<file path="src/rtl/arith_pkg.sv">
// Shared arithmetic-unit definitions: FSM encodings, default operand widths and
// the iteration-counter width helper used by the multiplier and divider control.
package arith_pkg;

    localparam int unsigned DIV_DW = 16;
    localparam int unsigned DIV_VW = 8;

    typedef enum logic [1:0] {
        IDLE = 2'd0,
        CALC = 2'd1,
        DONE = 2'd2
    } state_e;

    function automatic int unsigned cnt_width(input int unsigned w);
        return $clog2(w + 1);
    endfunction

endpackage

</file>
<file path="src/rtl/ripple_subtractor.sv">
// Ripple-borrow subtractor a - b built from the full_adder cell:
// a + ~b + 1, with borrow being the inverted final carry.
module full_adder (
    input  logic a,
    input  logic b,
    input  logic cin,
    output logic sum,
    output logic cout
);
    assign sum  = a ^ b ^ cin;
    assign cout = (a & b) | (cin & (a ^ b));
endmodule

module ripple_subtractor #(
    parameter int unsigned W = 9
) (
    input  logic [W-1:0] a,
    input  logic [W-1:0] b,
    output logic [W-1:0] diff,
    output logic         borrow
);
    logic [W:0]   carry;
    logic [W-1:0] b_inv;

    assign carry[0] = 1'b1;
    assign b_inv    = ~b;

    for (genvar i = 0; i < W; i++) begin : g_bit
        full_adder u_fa (
            .a   (a[i]),
            .b   (b_inv[i]),
            .cin (carry[i]),
            .sum (diff[i]),
            .cout(carry[i+1])
        );
    end

    assign borrow = ~carry[W];
endmodule

</file>
<file path="src/rtl/seq_restoring_divider.sv">
// Multi-cycle unsigned restoring divider, one quotient bit per cycle, with
// valid/ready handshakes on operand and result sides.
module seq_restoring_divider
    import arith_pkg::*;
#(
    parameter int unsigned DW = DIV_DW,
    parameter int unsigned VW = DIV_VW
) (
    input  logic          clk,
    input  logic          rst,
    input  logic          in_valid,
    output logic          in_ready,
    input  logic [DW-1:0] dividend,
    input  logic [VW-1:0] divisor,
    output logic          out_valid,
    input  logic          out_ready,
    output logic [DW-1:0] quotient,
    output logic [VW-1:0] remainder,
    output logic          div_by_zero,
    output logic          busy
);
    localparam int unsigned    CW   = cnt_width(DW);
    localparam logic [CW-1:0]  LAST = CW'(DW - 1);

    state_e        state_q, state_d;
    logic [DW-1:0] q_q, q_d;
    logic [VW-1:0] r_q, r_d;
    logic [VW-1:0] d_q, d_d;
    logic [CW-1:0] cnt_q, cnt_d;
    logic [DW-1:0] quo_q, quo_d;
    logic [VW-1:0] rem_q, rem_d;
    logic          dbz_q, dbz_d;

    logic [VW:0]   s_w;
    logic [VW:0]   t_w;
    logic          borrow_w;
    logic [DW-1:0] q_shift;
    logic [VW-1:0] r_next;
    logic          unused_t_msb;

    assign s_w = {r_q, q_q[DW-1]};

    ripple_subtractor #(.W(VW + 1)) u_sub (
        .a     (s_w),
        .b     ({1'b0, d_q}),
        .diff  (t_w),
        .borrow(borrow_w)
    );

    // R < D holds between iterations, so the top bit of T is zero whenever
    // the subtraction does not borrow and R fits in VW bits.
    assign unused_t_msb = t_w[VW];
    assign r_next       = borrow_w ? s_w[VW-1:0] : t_w[VW-1:0];
    assign q_shift      = {q_q[DW-2:0], ~borrow_w};

    always_comb begin
        state_d = state_q;
        q_d     = q_q;
        r_d     = r_q;
        d_d     = d_q;
        cnt_d   = cnt_q;
        quo_d   = quo_q;
        rem_d   = rem_q;
        dbz_d   = dbz_q;
        unique case (state_q)
            IDLE: begin
                if (in_valid) begin
                    q_d   = dividend;
                    d_d   = divisor;
                    r_d   = '0;
                    cnt_d = '0;
                    if (divisor == '0) begin
                        state_d = DONE;
                        quo_d   = '1;
                        rem_d   = dividend[VW-1:0];
                        dbz_d   = 1'b1;
                    end else begin
                        state_d = CALC;
                    end
                end
            end
            CALC: begin
                q_d   = q_shift;
                r_d   = r_next;
                cnt_d = cnt_q + CW'(1);
                if (cnt_q == LAST) begin
                    state_d = DONE;
                    quo_d   = q_shift;
                    rem_d   = r_next;
                    dbz_d   = 1'b0;
                end
            end
            DONE: begin
                if (out_ready) state_d = IDLE;
            end
            default: state_d = IDLE;
        endcase
    end

    always_ff @(posedge clk or posedge rst) begin
        if (rst) begin
            state_q <= IDLE;
            q_q     <= '0;
            r_q     <= '0;
            d_q     <= '0;
            cnt_q   <= '0;
            quo_q   <= '0;
            rem_q   <= '0;
            dbz_q   <= 1'b0;
        end else begin
            state_q <= state_d;
            q_q     <= q_d;
            r_q     <= r_d;
            d_q     <= d_d;
            cnt_q   <= cnt_d;
            quo_q   <= quo_d;
            rem_q   <= rem_d;
            dbz_q   <= dbz_d;
        end
    end

    assign in_ready    = (state_q == IDLE);
    assign out_valid   = (state_q == DONE);
    assign busy        = (state_q != IDLE);
    assign quotient    = quo_q;
    assign remainder   = rem_q;
    assign div_by_zero = dbz_q;

endmodule

</file>
<file path="config.mk">
export PLATFORM = sky130hd
export DESIGN_NAME = seq_restoring_divider
export DESIGN_NICKNAME = d
export VERILOG_FILES = /design/src/rtl/arith_pkg.sv /design/src/rtl/ripple_subtractor.sv /design/src/rtl/seq_restoring_divider.sv
export SDC_FILE = /design/constraint.sdc
export NUM_CORES = 1
export LEC_CHECK = 0
export ABC_AREA = 1
export CAP_MARGIN = 10
export CORE_MARGIN = 2
export CORE_UTILIZATION = 45
export CTS_CLUSTER_SIZE = 14
export DETAILED_ROUTE_END_ITERATION = 7
export GPL_TIMING_DRIVEN = 0
export MAX_ROUTING_LAYER = met4
export PLACE_DENSITY = 0.7
export RECOVER_POWER = 25
export SLEW_MARGIN = 40
export SYNTH_ARGS = -nofsm -noshare
export SYNTH_HDL_FRONTEND = slang
export SYNTH_HIERARCHICAL = 1
export SYNTH_SLANG_ARGS = --single-unit
</file>
<file path="constraint.sdc">
create_clock -name clk -period 14.7 [get_ports clk]
set_clock_uncertainty 0.2 [all_clocks]
set_input_delay 2.94 -clock clk [delete_from_list [all_inputs] [get_ports clk]]
set_output_delay 2.94 -clock clk [all_outputs]
set_load 0.01 [all_outputs]
</file>
# --- Word level (Yosys, flattened, before mapping) ---
# Index checks and enable logic that the tools add are counted.
op_classes:
  n_bitwise: 44
  n_eq_ne: 7
  n_reduce_logical: 8
  add_sub_neg: 1
  muxes: 24
op_table:
  columns: ["cell", "n"]
  rows:
  - ["16-bit 2-to-1 mux", 4]
  - ["16-bit one-hot mux with 2 select lines", 2]
  - ["8-bit 2-to-1 mux", 5]
  - ["8-bit one-hot mux with 2 select lines", 2]
  - ["1-bit bitwise AND", 17]
  - ["1-bit bitwise XOR", 16]
  - ["5-bit one-hot mux with 2 select lines", 1]
  - ["8-bit NOT with 9-bit output", 1]
  - ["1-bit OR", 9]
  - ["8-bit logical NOT", 1]
  - ["2-bit 2-to-1 mux", 4]
  - ["2-bit one-hot mux with 3 select lines", 1]
  - ["5-bit by 1-bit adder with 5-bit output, second input constant", 1]
  - ["5-bit by 4-bit == test with 1-bit output, second input constant", 1]
  - ["5-bit 2-to-1 mux", 1]
  - ["2-bit by 1-bit != test with 1-bit output, second input constant", 2]
  - ["2-bit != test, second input constant", 2]
  - ["2-bit AND reduction", 2]
  - ["4-bit AND reduction", 1]
  - ["2-bit nonzero test", 2]
  - ["1-bit 2-to-1 mux", 3]
  - ["3-bit AND reduction", 1]
  - ["2-bit by 1-bit == test with 1-bit output, second input constant", 1]
  - ["2-bit == test, second input constant", 1]
  - ["3 further kinds", 3]
word_totals:
  inputBits: 28
  register_bits: 64
  output_inout_bits: 28

# --- Longest topological paths before layout ---
depth:
  ltp_word: 22
  depth_mapped: 18
  ltp_nobuf: 17

# --- By module ---
# Netlist, hierarchy kept.
modules_own_cells:
  columns: ["module", "cells_per_inst", "area_each_um2", "instances", "seq_area_each_um2"]
  rows:
  - ["seq_restoring_divider", 365, 2936.6, 1, 1601.5]
  - ["full_adder", 1, 20.0, 9, 0.0]
  - ["ripple_subtractor", 11, 41.3, 1, 0.0]

# --- Worst setup path after synthesis ---
# Ideal clock, no wire load.
synth_path:
  path_type: "register to register"
  start: "reg q_q[15]"
  end: "reg rem_q[0] (netlist: remainder[0])"
  arrival_ns: 4.617
  setup_ns: 0.117
  path_buffers: 2
  required_ns: 14.383
  slack_ns: 9.767
  path_stages_with_launch: 18
  cell_sequence: "dfrtp_1 > fa_1 > fa_1 > fa_1 > fa_1 > fa_1 > fa_1 > fa_1 > fa_1 > fa_1 > inv_1 > buf_2 > clkbuf_1 > o21ai_0 > nand2_1 > nand2_1 > nand3_1 > nand2_1"
synth_via:
  elab_chain_cells: 21
  word_cells_on_any_way: 23
  cone_classes: "mux: 3; bitwise: 20"
synth_lines:
  columns: ["item", "line_no", "text"]
  rows:
  - ["start: declaration", "seq_restoring_divider.sv:26", "logic [DW-1:0] q_q, q_d;"]
  - ["start signal: assignment", "seq_restoring_divider.sv:112", "q_q <= q_d;"]
  - ["1-bit bitwise AND or 1-bit bitwise XOR (tied branches)", "ripple_subtractor.sv:11", "assign cout = (a & b) | (cin & (a ^ b));"]
  - ["1-bit OR *", "ripple_subtractor.sv:11", null]
  - ["named net u_sub.carry[1]", "ripple_subtractor.sv:22", "logic [W:0] carry;"]
  - ["1-bit bitwise AND *", "ripple_subtractor.sv:11", null]
  - ["1-bit OR *", "ripple_subtractor.sv:11", null]
  - ["named net u_sub.carry[2]", "ripple_subtractor.sv:22", null]
  - ["1-bit bitwise AND *", "ripple_subtractor.sv:11", null]
  - ["1-bit OR *", "ripple_subtractor.sv:11", null]
  - ["named net u_sub.carry[3]", "ripple_subtractor.sv:22", null]
  - ["(+2 left out)", null, null]
  - ["named net u_sub.carry[4]", "ripple_subtractor.sv:22", null]
  - ["(+2 left out)", null, null]
  - ["named net u_sub.carry[5]", "ripple_subtractor.sv:22", null]
  - ["(+2 left out)", null, null]
  - ["named net u_sub.carry[6]", "ripple_subtractor.sv:22", null]
  - ["(+2 left out)", null, null]
  - ["named net u_sub.carry[7]", "ripple_subtractor.sv:22", null]
  - ["(+1 left out)", null, null]
  - ["1-bit OR *", "ripple_subtractor.sv:11", null]
  - ["named net u_sub.carry[8]", "ripple_subtractor.sv:22", null]
  - ["1-bit bitwise AND *", "ripple_subtractor.sv:11", null]
  - ["1-bit OR *", "ripple_subtractor.sv:11", null]
  - ["named net u_sub.carry[9]", "ripple_subtractor.sv:22", null]
  - ["8-bit 2-to-1 mux *", "seq_restoring_divider.sv:53", "assign r_next = borrow_w ? s_w[VW-1:0] : t_w[VW-1:0];"]
  - ["8-bit 2-to-1 mux *", "seq_restoring_divider.sv:86", "if (cnt_q == LAST) begin"]
  - ["8-bit one-hot mux with 2 select lines *", "seq_restoring_divider.sv:65", "unique case (state_q)"]
  - ["end signal: assignment", "seq_restoring_divider.sv:117", "rem_q <= rem_d;"]
  - ["end: declaration", "seq_restoring_divider.sv:31", "logic [VW-1:0] rem_q, rem_d;"]
# The timed path passes the listed nets; every way through them passes the cells marked *. The select of a mux whose other input is x is not followed.
# A chain may end at the register's enable or synchronous reset.

==> qor.json <==
{
  "status": {"value": "finished with violations"},
  "violations": {"value": "capacitance limit, slew limit"},
  "finalHoldViolCount": {"value": 0},
  "tritoncts_num_sinks": {"value": 64},
  "worstMarginPinSlew": {"value": 2.12, "unit": "ns"},
  "first_global_vias": {"value": 2664},
  "synth_area": {"value": 3160, "unit": "sq um"},
  "route.antenna.remaining_nets": {"value": 0},
  "clk_pin_slew_worst_paths": {"value": 0.07, "unit": "ns"},
  "design.die.area": {"value": 7700, "unit": "sq um"},
  "post_cts_resize_count": {"value": 0},
  "totalWireLength": {"value": 7270, "unit": "microns"},
  "htree_num_levels": {"value": 3},
  "crit_arrival": {"value": 5.71, "unit": "ns"},
  "global_route.usage.total": {"value": 0.221},
  "whs_path_depth": {"value": 2},
  "post_drt_wl_per_cell": {"value": 13.1, "unit": "microns"},
  "postLayoutSetupSlackWorst": {"value": 8.81, "unit": "ns"},
  "crit_required": {"value": 14.52, "unit": "ns"},
  "r2r_cells": {"value": 17},
  "final-max-slew-violation-count": {"value": 42},
  "grt_first_pass_wirelength": {"value": 12500, "unit": "microns"},
  "final_area": {"value": 4080, "unit": "sq um"},
  "post-cts-setup-buffers": {"value": 0},
  "post_synthesis_sequential_area_ratio": {"value": 0.507},
  "post_synth_fa_ha_maj_area_fraction": {"value": 0.0650},
  "fin_crit_sh": {"value": 0.400},
  "cts_buffers": {"value": 9},
  "hold_path.startpoint": {"value": "quotient[4]$_DFFE_PP0P_"},
  "core.rowCount": {"value": 30},
  "drt_first_pass_iters": {"value": 4},
  "yosys_reg_bits": {"value": 64},
  "vias": {"value": 2645},
  "critical_path.startpoint_type": {"value": "input port"},
  "clk_root_buffer_cell": {"value": "sky130_fd_sc_hd__clkbuf_8"},
  "placeableCoreArea": {"value": 6790, "unit": "sq um"},
  "hold_path_class": {"value": "reg -> reg"},
  "r2r_end": {"value": "remainder[4]$_DFFE_PP0P_"},
  "dp_cells": {"value": 537},
  "gpl.final_weighted_congestion": {"value": 0.793},
  "detailedPlacementHpwl": {"value": 5280, "unit": "microns"},
  "slew_headroom": {"value": -0.414},
  "synth_compound_area_frac": {"value": 0.0872},
  "postSynthAreaPerCell": {"value": 8.20, "unit": "sq um"},
  "timing.rr.start": {"value": "q_q[15]$_DFFE_PP0P_"},
  "period_needed": {"value": 5.89, "unit": "ns"},
  "die_width": {"value": 87.8, "unit": "microns"},
  "globalRoute.totalOverflow": {"value": 0},
  "cts_tree": {"value": "done"},
  "crit_path_start": {"value": "rst"},
  "p_leak": {"value": 2.06, "unit": "nW"},
  "largest_net_degree_at_the_start_of_global_routing": {"value": 42},
  "synth_top_family_by_area": {"value": "simple AND/OR/NAND/NOR gates"},
  "first_iter_violations": {"value": 175},
  "hold_path_end": {"value": "quotient[4]$_DFFE_PP0P_"},
  "finish.utilization": {"value": 0.600},
  "dpl_worst_slack": {"value": 9.26, "unit": "ns"},
  "placement.io_buffers": {"value": 55},
  "place_area": {"value": 3850, "unit": "sq um"},
  "syn-instance-count": {"value": 385},
  "clock_path_buffers": {"value": 2},
  "vertical_die_dimension": {"value": 87.8, "unit": "microns"},
  "io_pins": {"value": 56},
  "rsz_0062_raised_after_global_routing": {"value": "no"},
  "maxCapViolCount": {"value": 1},
  "drcViolationCount": {"value": 0},
  "cellPowerDensity": {"value": 242, "unit": "nW/um^2"},
  "post_route_cells_drive_above_1_share": {"value": 0.0897},
  "routed_via_density": {"value": 4.78},
  "layout.nets": {"value": 491},
  "instances_no_fill": {"value": 553},
  "yosys.area_share.xor_xnor": {"value": 0.00277},
  "growth_of_design_area_from_synthesis_to_finish": {"value": 29.1, "unit": "%"},
  "yosysWarningCount": {"value": 6},
  "antenna-diode-count": {"value": 0},
  "setup.worst_path.class": {"value": "in -> async"},
  "path_max_fanout": {"value": 41},
  "fin_worst_hold_slack": {"value": 0.269, "unit": "ns"},
  "finalSetupViolCount": {"value": 0},
  "synth_simple_gate_area_share": {"value": 0.249},
  "cts_hold_buf": {"value": 0},
  "start_util": {"value": 0.465},
  "synth.net_count": {"value": 424},
  "rrSetupSlack": {"value": 9.20, "unit": "ns"},
  "initial_antenna_violation_count": {"value": 0},
  "ir_drop": {"value": 0.131, "unit": "mV"},
  "synth.area.mux_share": {"value": 0},
  "fmax": {"value": 170, "unit": "MHz"},
  "worstSkewPairLatency": {"value": 0.34, "unit": "ns"},
  "netlist-cell-type-count": {"value": 26},
  "finalSetupTns": {"value": 0, "unit": "ns"},
  "report.power.total": {"value": 0.986, "unit": "mW"},
  "critPathCaptureType": {"value": "async pin"}
}
## layout by cell type, fill, tap and decap left out, types with 2 or more instances in the layout
master	count
sky130_fd_sc_hd__o21ai_1	2
sky130_fd_sc_hd__conb_1	2
sky130_fd_sc_hd__buf_6	2
sky130_fd_sc_hd__clkinvlp_4	2
sky130_fd_sc_hd__buf_2	12
sky130_fd_sc_hd__bufinv_16	3
sky130_fd_sc_hd__o22ai_1	2
sky130_fd_sc_hd__inv_1	42
sky130_fd_sc_hd__o211ai_1	8
sky130_fd_sc_hd__dfrtp_1	64
sky130_fd_sc_hd__clkbuf_8	9
sky130_fd_sc_hd__nand2_1	155
sky130_fd_sc_hd__fa_1	9
sky130_fd_sc_hd__ha_1	2
sky130_fd_sc_hd__nand3_1	26
sky130_fd_sc_hd__inv_2	4
sky130_fd_sc_hd__o21ai_0	33
sky130_fd_sc_hd__nor2_1	8
sky130_fd_sc_hd__a21oi_1	2
sky130_fd_sc_hd__clkdlybuf4s50_1	54
sky130_fd_sc_hd__clkbuf_1	3
## cell usage after synthesis (all sizes together)
cell | n | area share
ha | 2 | 0.0079
o22ai | 2 | 0.0040
clkbuf | 2 | 0.0024
xor2 | 1 | 0.0028
conb | 2 | 0.0024
nand2 | 157 | 0.19
nand3 | 27 | 0.044
o21ai | 36 | 0.058
nor3 | 1 | 0.0016
fa | 9 | 0.057
inv | 47 | 0.056
a21oi | 2 | 0.0032
buf | 15 | 0.029
dfrtp | 64 | 0.51
a22o | 1 | 0.0028
nor2 | 9 | 0.013
o211ai | 8 | 0.019
## power breakdown
| group | internal, mW | total [mW] | switching [mW] | leakage (nW) |
|---|---|---|---|---|
| logic | 0.203 | 0.498 | 0.294 | 1.15 |
| registers | 0.260 | 0.304 | 0.0444 | 0.795 |
| clock network | 0.113 | 0.184 | 0.0716 | 0.116 |
## per-layer routing
metal  wire length [microns]  up-vias  GRT usage  share of wire
met1                    3480     1266      0.294           0.48
met4                     130        0     0.0923          0.018
li1                        -     1323          -              -
met5                       0        -          -              0
met2                    3480       45      0.337           0.48
met3                     181       11     0.0349          0.025
## how the worst max path moves through the flow
stage	endpoint	slack (ns)
finish	d_q[7]$_DFFE_PP0P_	8.81
global route	d_q[1]$_DFFE_PP0P_	8.16
CTS	remainder[4]$_DFFE_PP0P_	9.23
detailed placement	remainder[4]$_DFFE_PP0P_	9.26
global placement	d_q[6]$_DFFE_PP0P_	8.82
floorplan	remainder[0]$_DFFE_PP0P_	9.77
## area by class of cell
| class | count | area [sq um] |
|---|---|---|
| buffer | 17 | 97.6 |
| clock buffer | 9 | 124 |
| clock inverter | 7 | 119 |
| fill | 618 | 2720 |
| inverter | 47 | 178 |
| multi-input combinational | 257 | 1280 |
| sequential | 64 | 1600 |
| tap | 96 | 120 |
| timing repair buffer | 56 | 554 |
## cell families after synthesis
family	after synthesis
AO/OA/AOI/OAI	49
XOR/XNOR	1
adder cells (fa/ha/maj)	11
buffers and inverters	64
flip-flops	64
other	2
AND/OR/NAND/NOR	194
## worst max-delay path, cell delays in order
cell	delay, ns
sky130_fd_sc_hd__dlygate4sd3_1	0.54
sky130_fd_sc_hd__clkinvlp_2	0.62
sky130_fd_sc_hd__clkbuf_1	1.59
## flip-flops by register name, indices dropped and copies added (netlist names)
register / count
div_by_zero: 1
d_q: 8
state_q: 2
cnt_q: 5
quotient: 16
r_q: 8
q_q: 16
remainder: 8
Power figures use the tool's default switching activity.
